--- config.mk ---
export PLATFORM = sky130hd
export DESIGN_NAME = hazard_ctrl
export DESIGN_NICKNAME = d
export VERILOG_FILES = /design/src/rtl/hazard_ctrl.sv
export SDC_FILE = /design/constraint.sdc
export NUM_CORES = 1
export LEC_CHECK = 0
export CAP_MARGIN = 0
export CORE_MARGIN = 2
export CORE_UTILIZATION = 45
export CTS_BUF_LIST = sky130_fd_sc_hd__clkbuf_4 sky130_fd_sc_hd__clkbuf_8 sky130_fd_sc_hd__clkbuf_16
export CTS_CLUSTER_SIZE = 28
export DETAILED_ROUTE_END_ITERATION = 8
export GPL_TIMING_DRIVEN = 0
export PLACE_DENSITY = 0.79
export SYNTH_ARGS = -nofsm -noshare
export SYNTH_HDL_FRONTEND = slang
export SYNTH_SLANG_ARGS = --single-unit
--- constraint.sdc ---
create_clock -name clk -period 10.75 [get_ports clk]
set_clock_uncertainty 0.05 [all_clocks]
set_input_delay 3.225 -clock clk [delete_from_list [all_inputs] [get_ports clk]]
set_output_delay 3.225 -clock clk [all_outputs]
set_load 0.02 [all_outputs]
--- src/rtl/hazard_ctrl.sv ---
// ID-stage hazard controller: load-use/RAW stalls, jump and branch-miss flushes,
// a data-memory wait freeze with timeout flag, a halt state and saturating counters.
module hazard_ctrl #(
    parameter int unsigned REG_ADDR_W         = 2,
    parameter int unsigned DATA_FORWARDING    = 1,
    parameter int unsigned RF_SELF_FORWARDING = 1,
    parameter int unsigned CNT_W              = 16,
    parameter int unsigned MAX_WAIT           = 255
) (
    input  logic                  clk,
    input  logic                  reset,
    input  logic                  use_rs,
    input  logic                  use_rt,
    input  logic                  use_rs_at_id,
    input  logic                  is_jump_id,
    input  logic [REG_ADDR_W-1:0] rs_id,
    input  logic [REG_ADDR_W-1:0] rt_id,
    input  logic                  reg_write_ex,
    input  logic                  reg_write_mem,
    input  logic                  reg_write_wb,
    input  logic [REG_ADDR_W-1:0] write_reg_ex,
    input  logic [REG_ADDR_W-1:0] write_reg_mem,
    input  logic [REG_ADDR_W-1:0] write_reg_wb,
    input  logic                  d_mem_read_ex,
    input  logic                  d_mem_read_mem,
    input  logic                  d_mem_read_wb,
    input  logic [REG_ADDR_W-1:0] rt_ex,
    input  logic [REG_ADDR_W-1:0] rt_mem,
    input  logic [REG_ADDR_W-1:0] rt_wb,
    input  logic                  branch_miss,
    input  logic                  d_mem_req_mem,
    input  logic                  d_mem_ready,
    input  logic                  halt_wb,
    output logic                  pc_write,
    output logic                  ir_write,
    output logic                  bubblify,
    output logic                  flush_if,
    output logic                  freeze,
    output logic                  incr_num_inst,
    output logic                  halted,
    output logic                  mem_timeout,
    output logic [CNT_W-1:0]      num_inst,
    output logic [CNT_W-1:0]      num_stall,
    output logic [CNT_W-1:0]      num_flush
);

    localparam int unsigned WAIT_W  = (MAX_WAIT < 1) ? 1 : $clog2(MAX_WAIT + 1);
    localparam logic        NO_FWD  = (DATA_FORWARDING == 0);
    localparam logic        NO_RFSF = (RF_SELF_FORWARDING == 0);

    typedef enum logic [1:0] {
        S_RUN   = 2'd0,
        S_DWAIT = 2'd1,
        S_HALT  = 2'd2
    } state_e;

    state_e            state_q, state_d;
    logic [WAIT_W-1:0] wait_cnt_q, wait_cnt_d;
    logic              mem_timeout_q, mem_timeout_d;
    logic [CNT_W-1:0]  num_inst_q, num_inst_d;
    logic [CNT_W-1:0]  num_stall_q, num_stall_d;
    logic [CNT_W-1:0]  num_flush_q, num_flush_d;

    logic dwait_cond;
    logic rs_any;
    logic ex_rs, ex_rt, mem_rs, mem_rt, wb_rs, wb_rt;
    logic raw_ex, raw_mem, raw_wb;
    logic lu_ex, lu_mem, lu_wb;
    logic data_hazard;
    logic stall_inc;

    function automatic logic [CNT_W-1:0] sat_inc(input logic [CNT_W-1:0] v, input logic en);
        return (en && (v != '1)) ? v + CNT_W'(1) : v;
    endfunction

    assign dwait_cond = d_mem_req_mem && !d_mem_ready;

    // Register-match terms per stage; constant gates select the forwarding configuration
    assign rs_any  = use_rs | use_rs_at_id;
    assign ex_rs   = reg_write_ex  && (write_reg_ex  == rs_id);
    assign ex_rt   = reg_write_ex  && (write_reg_ex  == rt_id);
    assign mem_rs  = reg_write_mem && (write_reg_mem == rs_id);
    assign mem_rt  = reg_write_mem && (write_reg_mem == rt_id);
    assign wb_rs   = reg_write_wb  && (write_reg_wb  == rs_id);
    assign wb_rt   = reg_write_wb  && (write_reg_wb  == rt_id);

    assign raw_ex  = (NO_FWD & ((rs_any & ex_rs) | (use_rt & ex_rt))) | (use_rs_at_id & ex_rs);
    assign raw_mem = (NO_FWD & ((rs_any & mem_rs) | (use_rt & mem_rt))) | (use_rs_at_id & mem_rs);
    assign raw_wb  = NO_RFSF &
                     ((NO_FWD & ((rs_any & wb_rs) | (use_rt & wb_rt))) | (use_rs_at_id & wb_rs));

    assign lu_ex   = (use_rs | use_rt) & d_mem_read_ex & ((rs_id == rt_ex) | (rt_id == rt_ex));
    assign lu_mem  = NO_FWD & (use_rs | use_rt) & d_mem_read_mem &
                     ((rs_id == rt_mem) | (rt_id == rt_mem));
    assign lu_wb   = NO_RFSF & (use_rs | use_rt) & d_mem_read_wb &
                     ((rs_id == rt_wb) | (rt_id == rt_wb));

    assign data_hazard = raw_ex | raw_mem | raw_wb | lu_ex | lu_mem | lu_wb;

    // Next state, wait counter and pipeline control
    always_comb begin
        state_d       = state_q;
        wait_cnt_d    = '0;
        mem_timeout_d = mem_timeout_q;
        pc_write      = 1'b1;
        ir_write      = 1'b1;
        bubblify      = 1'b0;
        flush_if      = 1'b0;
        freeze        = 1'b0;

        if (halt_wb) begin
            state_d = S_HALT;
        end else begin
            case (state_q)
                S_RUN:   if (dwait_cond) state_d = S_DWAIT;
                S_DWAIT: if (d_mem_ready) state_d = S_RUN;
                S_HALT:  state_d = S_HALT;
                default: state_d = S_RUN;
            endcase
        end

        if (state_d == S_DWAIT) begin
            wait_cnt_d = (wait_cnt_q == WAIT_W'(MAX_WAIT)) ? wait_cnt_q : wait_cnt_q + WAIT_W'(1);
            if (wait_cnt_d == WAIT_W'(MAX_WAIT)) mem_timeout_d = 1'b1;
        end

        if (reset) begin
            pc_write = 1'b0;
            ir_write = 1'b0;
            bubblify = 1'b1;
        end else if (state_q == S_HALT) begin
            pc_write = 1'b0;
            ir_write = 1'b0;
            bubblify = 1'b1;
            freeze   = 1'b1;
        end else if (dwait_cond) begin
            // branch_miss is deliberately ignored: the frozen branch re-presents after release
            pc_write = 1'b0;
            ir_write = 1'b0;
            freeze   = 1'b1;
        end else if (data_hazard) begin
            pc_write = 1'b0;
            ir_write = 1'b0;
            bubblify = 1'b1;
        end else begin
            if (is_jump_id) flush_if = 1'b1;
            if (branch_miss) begin
                bubblify = 1'b1;
                flush_if = 1'b1;
            end
        end
    end

    assign incr_num_inst = !(bubblify || flush_if || freeze) && (state_q == S_RUN) && !reset;
    assign stall_inc     = (freeze || (bubblify && !flush_if)) && (state_q != S_HALT);

    always_comb begin
        num_inst_d  = sat_inc(num_inst_q, incr_num_inst);
        num_stall_d = sat_inc(num_stall_q, stall_inc);
        num_flush_d = sat_inc(num_flush_q, flush_if && (state_q != S_HALT));
    end

    always_ff @(posedge clk) begin
        if (reset) begin
            state_q       <= S_RUN;
            wait_cnt_q    <= '0;
            mem_timeout_q <= 1'b0;
            num_inst_q    <= '0;
            num_stall_q   <= '0;
            num_flush_q   <= '0;
        end else begin
            state_q       <= state_d;
            wait_cnt_q    <= wait_cnt_d;
            mem_timeout_q <= mem_timeout_d;
            num_inst_q    <= num_inst_d;
            num_stall_q   <= num_stall_d;
            num_flush_q   <= num_flush_d;
        end
    end

    assign halted      = (state_q == S_HALT);
    assign mem_timeout = mem_timeout_q;
    assign num_inst    = num_inst_q;
    assign num_stall   = num_stall_q;
    assign num_flush   = num_flush_q;

endmodule
==> run summary <==
status -> complete, no violations
CTS buffer count -> 9
reg2reg start -> num_stall[0]$_SDFFE_PP0P_
Syn Nets -> 424
Routed WL -> 9.20 mm
syn avg cell area -> 8.19 µm²
FP Rows -> 30
max-cap viol count -> 0
utilization after layout -> 0.621
Tightest Pin Transition -> 0.732 ns
Max Clock Freq -> 107 MHz
Area Overhead vs Synth -> 33.3%
clock-pin slew on the worst setup and hold paths -> 0.08 ns
fill count -> 616
Layout Cells excl Fill -> 577
biggest area consumer among synthesized cells -> dfxtp_1
Core Area -> 6830 µm²
Setup Total Neg Slack -> 0 ns
vias per cell -> 6.07
Sink Count -> 59
Setup crit end kind -> primary output
Hold WC Path Type -> reg -> reg
H-tree depth -> 3
Worst Path Max Fanout -> 10
cell at the slowest stage of the critical path -> clkdlybuf4s50_1
Final Max Tran Viols -> 0
setup bufs post-CTS -> 0
RSZ-0062 raised after global routing -> no
post-route ant nets -> 0
die footprint -> 7750 µm²
Rel. slew slack -> 0.508
mapped cell area -> 3180 µm²
cts hold-fix bufs -> 0
setup violation total in the final timing report -> 0
io pins -> 88
drt pass-1 iters -> 5
die height -> 88.1 µm
CTS tree -> yes
P per Cell Area -> 111 nW/µm²
Synth Register Bits -> 59
Buf+Inv Stages, Crit Path -> 6
share of cells above drive strength 1 -> 0.0665
pin count of the biggest net entering global routing -> 11
Vias -> 3502
CP startpoint -> rs_id[0]
Antenna Cells -> 0
CP startpoint kind -> input port
CP Data Required Time -> 7.48 ns
1st-iter DRT viols -> 183
dominant synthesized flop cell -> dfxtp_1
cell leakage power -> 1.34 nW
async set-reset flop share out of synthesis -> 0
initial antenna violation count -> 0
HPWL Detailed -> 6.51 mm
global-route wire length before repair -> 14.5 mm
post-cts resize count -> 0
worst path arrival time -> 6.10 ns
number of cells in the design after placement -> 561
grt ovf -> 0
worst skew pair latency -> 0.34 ns
Initial Util -> 0.465
Synth Instances -> 388
share of the synthesized area in the top cell type -> 0.372
Worst path max stage delay -> 0.60 ns
Syn. warnings -> 0
GP Congestion -> 0.924
synth unique cells -> 50
Nets -> 512
CTS Buffer Depth -> 2
Setup CP Type -> in -> out
Area contributors post-synth -> dfxtp_1 (37%), a21oi_1 (6.0%), o31ai_1 (5.2%)
wire length per cell -> 15.9 µm
GRT Overall Usage -> 0.234
clock root cell -> clkbuf_8
sequential share of the synthesized area -> 0.372
DRC -> 0
vias in the first global route -> 3163
Post-synth EDFFs -> 0
Final min period -> 9.38 ns
Die Wd -> 88.1 µm
Port Buf Inserts -> 77
Peak supply drop -> 80.8 µV
period utilization -> 0.872
critical-path cell list -> clkdlybuf4s50_1, xnor2_1, nand4_1, o21ai_1, or3_1, buf_6, buf_6, clkbuf_1, nor3_1, buf_4, clkdlybuf4s50_1
hold_sp -> num_inst[4]$_SDFFE_PP0P_
Final Hold Violating Endpoints -> 0
largest delay contributor family on the critical path -> buffers and inverters
-- Yosys cell counts, types with 2 or more instances --
| cell type | number |
|---|---|
| dfxtp_1 | 59 |
| a21oi_1 | 38 |
| nor2_1 | 28 |
| nand3_1 | 24 |
| o31ai_1 | 22 |
| or4_1 | 22 |
| nand2_1 | 21 |
| nand4_1 | 18 |
| clkbuf_1 | 16 |
| o21ai_0 | 13 |
| inv_1 | 10 |
| nor3_1 | 9 |
| or3_1 | 9 |
| o311ai_1 | 8 |
| o41ai_1 | 8 |
| xnor2_1 | 8 |
| and3_1 | 7 |
| nor2b_1 | 5 |
| nor4_1 | 5 |
| and2_1 | 4 |
| and4_1 | 4 |
| ha_1 | 4 |
| or2_2 | 4 |
| xor2_1 | 4 |
| buf_2 | 3 |
| buf_6 | 3 |
| mux2_1 | 3 |
| o21ai_1 | 3 |
| a21o_1 | 2 |
| a311oi_1 | 2 |
| a31oi_1 | 2 |
| nand2b_1 | 2 |
-- flip-flops by register name (all words and copies together) (netlist names) --
name / cells
state_q: 2
mem_timeout: 1
num_inst: 16
wait_cnt_q: 8
num_flush: 16
num_stall: 16
-- metrics by stage --
stage / area (µm²) / hold slack, ns / power, W / worst slack, ns
CTS: 4240 / 0.447 / 0.000471 / 1.38
finish: 4240 / 0.443 / 0.000471 / 1.37
global placement: 4070 / 0.422 / 0.000293 / 1.44
global route: 4240 / 0.470 / 0.000486 / 1.26
floorplan: 3180 / 0.452 / 0.000265 / 2.35
detailed placement: 4070 / 0.418 / 0.000294 / 1.38
-- per-layer routing --
metal | up-vias | global-route usage | part of all wire
met1 | 1636 | 0.298 | 0.42
met3 | 28 | 0.0641 | 0.075
met5 | - | 0 | 0
li1 | 1676 | - | -
met4 | 0 | 0.0675 | 0.022
met2 | 162 | 0.390 | 0.48
-- cells in the final DEF, fill, tap and decap left out, types with 4 or more instances in the layout --
master,synthesis,routed
and2_1,4,4
dfxtp_1,59,59
clkbuf_8,0,9
nand3_1,24,24
o21ai_0,13,13
or4_1,22,22
nand2_1,21,21
o311ai_1,8,8
o31ai_1,22,22
clkbuf_1,16,16
and4_1,4,4
or2_2,4,4
inv_1,10,10
a21oi_1,38,38
o41ai_1,8,8
nor2_1,28,28
and3_1,7,7
nand4_1,18,18
nor3_1,9,9
xor2_1,4,4
or3_1,9,9
clkdlybuf4s50_1,0,77
nor2b_1,5,5
ha_1,4,4
nor4_1,5,5
xnor2_1,8,8
-- cell families after synthesis --
group	after synthesis	share of synthesized area
xor+xnor	12	0.0331
fa+ha+maj	4	0.0157
flops	59	0.372
mux	4	0.0142
simple gates	166	0.290
buf+inv	34	0.0496
compound gates	109	0.226
-- worst reg2reg max path, stage by stage (launching register included) --
cell     delay [ns]
dfxtp_1        0.49
ha_1           0.22
and3_1         0.21
nand3_1        0.25
o31ai_1        0.55
buf_2          0.33
nor4b_1        0.09
mux2_1         0.33
-- path summary, 6_finish.rpt --
kind,to,slack (ns),cells past startpoint
setup / recovery,pc_write,1.37,11
hold / removal,num_inst[4]$_SDFFE_PP0P_,0.44,2
setup reg to reg,num_stall[10]$_SDFFE_PP0P_,8.13,7
hold reg to reg,num_inst[4]$_SDFFE_PP0P_,0.44,2
-- power breakdown --
group,switching (W),internal (W)
logic,0.0000405,0.0000262
registers,0.00000332,0.000221
clock network,0.0000928,0.0000875
-- area by class of cell --
cell class | count | area [µm²] | area share
clock buffers | 11 | 139 | 0.0328
multi-input cells | 295 | 1840 | 0.434
inverters | 10 | 37.5 | 0.00885
plain buffers | 24 | 120 | 0.0283
clock inverters | 5 | 30.0 | 0.00708
repair buffers | 77 | 771 | 0.182
well taps | 96 | 120 | 0.0283
flip-flops and latches | 59 | 1180 | 0.279
No activity file was read; power rests on OpenSTA's default activity.
==> patch (config.mk and constraints unchanged) <==
Change the parameter `MAX_WAIT` from 255 to 510.
--- a/src/rtl/hazard_ctrl.sv
+++ b/src/rtl/hazard_ctrl.sv
@@ -5,7 +5,7 @@
     parameter int unsigned DATA_FORWARDING    = 1,
     parameter int unsigned RF_SELF_FORWARDING = 1,
     parameter int unsigned CNT_W              = 16,
-    parameter int unsigned MAX_WAIT           = 255
+    parameter int unsigned MAX_WAIT           = 510
 ) (
     input  logic                  clk,
     input  logic                  reset,
Behaviour: no difference found for any inputs over 10 cycles, from zero or initial values and one cycle with reset high; that may be too few to reach the edited logic, so the function may still have changed.
==> patch against the unedited design <==
  * Setup slack gained 0.033 ns
  * Routed wire length up 9.8%
  * Power grew 16%
  * Count of clock-buffer cells in the layout grew 1
  * Design area is 6.1% higher
  * Sequential cell count is 1 higher
  * Synthesized cell count grew 4.9%
  * Clock power up 46%
  * Synthesized area increased by 5.4%
  * Sequential share of layout area is 1.2 points lower
  * Largest power group is now the clock network
==> patch: results (changes against the unedited design) <==
{| class="wikitable"
! Metric !! Value
|-
| Final nets || 532 (+3.9%)
|-
| Post-synthesis instance total || 407 (+4.9%)
|-
| Reg2Reg Setup Slack || 8.27 ns (+0.14 ns)
|-
| Maximum achievable frequency || 0.1070 GHz (+0.35%)
|-
| Syn Nets || 444 (+4.7%)
|-
| Layout cells sized above 1 || 0.08200 (+0.01547)
|-
| Count of different cell masters after synthesis || 54 (+8.0%)
|-
| Met3 usage || 0.06427 (+0.0001833)
|-
| Ranking of synthesized cells by area || sky130_fd_sc_hd__dfxtp_1 (36%), sky130_fd_sc_hd__nor2_1 (4.9%), sky130_fd_sc_hd__nand4_1 (4.3%)
|-
| Run status || finished, final reports clean
|-
| Clk buf depth || 2 (unchanged)
|-
| Count of placed standard cells in the final layout, fillers left out || 599 (+3.8%)
|-
| Hold Path Cell Cnt || 1 (-1)
|-
| Worst hold slack || 0.4228 ns (-0.02005 ns)
|-
| Initial antenna violation count || 0 (unchanged)
|-
| Commonest cells post-synth || sky130_fd_sc_hd__dfxtp_1 (60), sky130_fd_sc_hd__nor2_1 (44), sky130_fd_sc_hd__nand3_1 (25), sky130_fd_sc_hd__nand4_1 (23), sky130_fd_sc_hd__clkbuf_1 (21)
|-
| Global-route wire length before repair || 16.39 mm (+13%)
|-
| Pin count of the biggest net entering global routing || 11 (unchanged)
|-
| Critical register-to-register path endpoint || num_stall[10]$_SDFFE_PP0P_
|-
| Remaining max-slew budget at the tightest pin || 0.1215 (-0.3869)
|-
| Area Growth Syn to Fin || 34.29%
|-
| Port Buffer Count || 77 (unchanged)
|-
| Fill cell count || 633 (+2.8%)
|-
| CP peak stage delay || 0.52 ns (-0.08 ns)
|-
| Biggest fanout along the worst timing path || 10 (unchanged)
|-
| Hold EP || mem_timeout$_SDFFE_PP0P_
|-
| Data arrival time at the worst-slack endpoint || 6.07 ns (-0.03 ns)
|-
| Cell with the largest stage delay on the worst path || sky130_fd_sc_hd__clkdlybuf4s50_1
|-
| Detail Placement HPWL || 7.058 mm (+8.4%)
|-
| Worst-case setup slack after placement || 1.372 ns (-0.01067 ns)
|-
| Worst supply voltage drop on vdd || 0.06693 mV (-17%)
|-
| Hold Crit Start || mem_timeout$_SDFFE_PP0P_
|-
| Global-route track usage on met2 || 0.3991 (+0.008627)
|-
| Placed Area || 0.004244 mm^2 (+4.3%)
|-
| Overall routing resource usage || 0.2452 (+0.01085)
|-
| Worst hold-check path type || reg2reg
|-
| Total Routed Length || 10.10 mm (+9.8%)
|-
| Placer's final routability congestion estimate || 0.8572 (-7.2%)
|-
| Met1 GRT Util || 0.3103 (+0.01207)
|-
| Via count of the first global-routing pass || 3,293 (+4.1%)
|-
| Avg Vias per Cell || 6.127 (+0.95%)
|-
| Share of synthesized area occupied by flip-flops and latches || 0.3586 (-0.01290)
|-
| Leak pwr || 0.001528 uW (+14%)
|-
| Placed insts || 583 (+3.9%)
|-
| Critical register-to-register path startpoint || num_stall[3]$_SDFFE_PP0P_
|-
| Detailed Route Iter0 Violations || 269 (+47%)
|}
==> patch: routing by layer <==
layer	routed length, um	vias up
met5	0	-
met4	156	0
met3	884	15
met2	4758	167
met1	4303	1756
li1	-	1732
==> patch: report_power, final <==
part / internal (uW) / switching, uW / leakage (uW)
registers: 224 / 2.73 / 0.000484
logic: 22.0 / 36.8 / 0.000914
clock network: 169 / 93.6 / 0.000130
total: 415 / 133 / 0.00153
==> patch: area by class of cell <==
cell class              instances  share of cell area
flip-flops and latches         60              0.2670
well taps                      99             0.02754
clock buffers                  12             0.03533
repair buffers                 77              0.1713
clock inverters                 4             0.02114
inverters                      10            0.008345
multi-input cells             311              0.4442
plain buffers                  26             0.02503
==> patch: logic make-up after synthesis <==
logic type,after synthesis,share of synthesized area
adder cells (fa/ha/maj),5,0.01868
flip-flops,60,0.3586
AO/OA/AOI/OAI,83,0.1789
buffers and inverters,36,0.04483
multiplexers,14,0.04632
XOR/XNOR,14,0.03661
AND/OR/NAND/NOR,195,0.3160
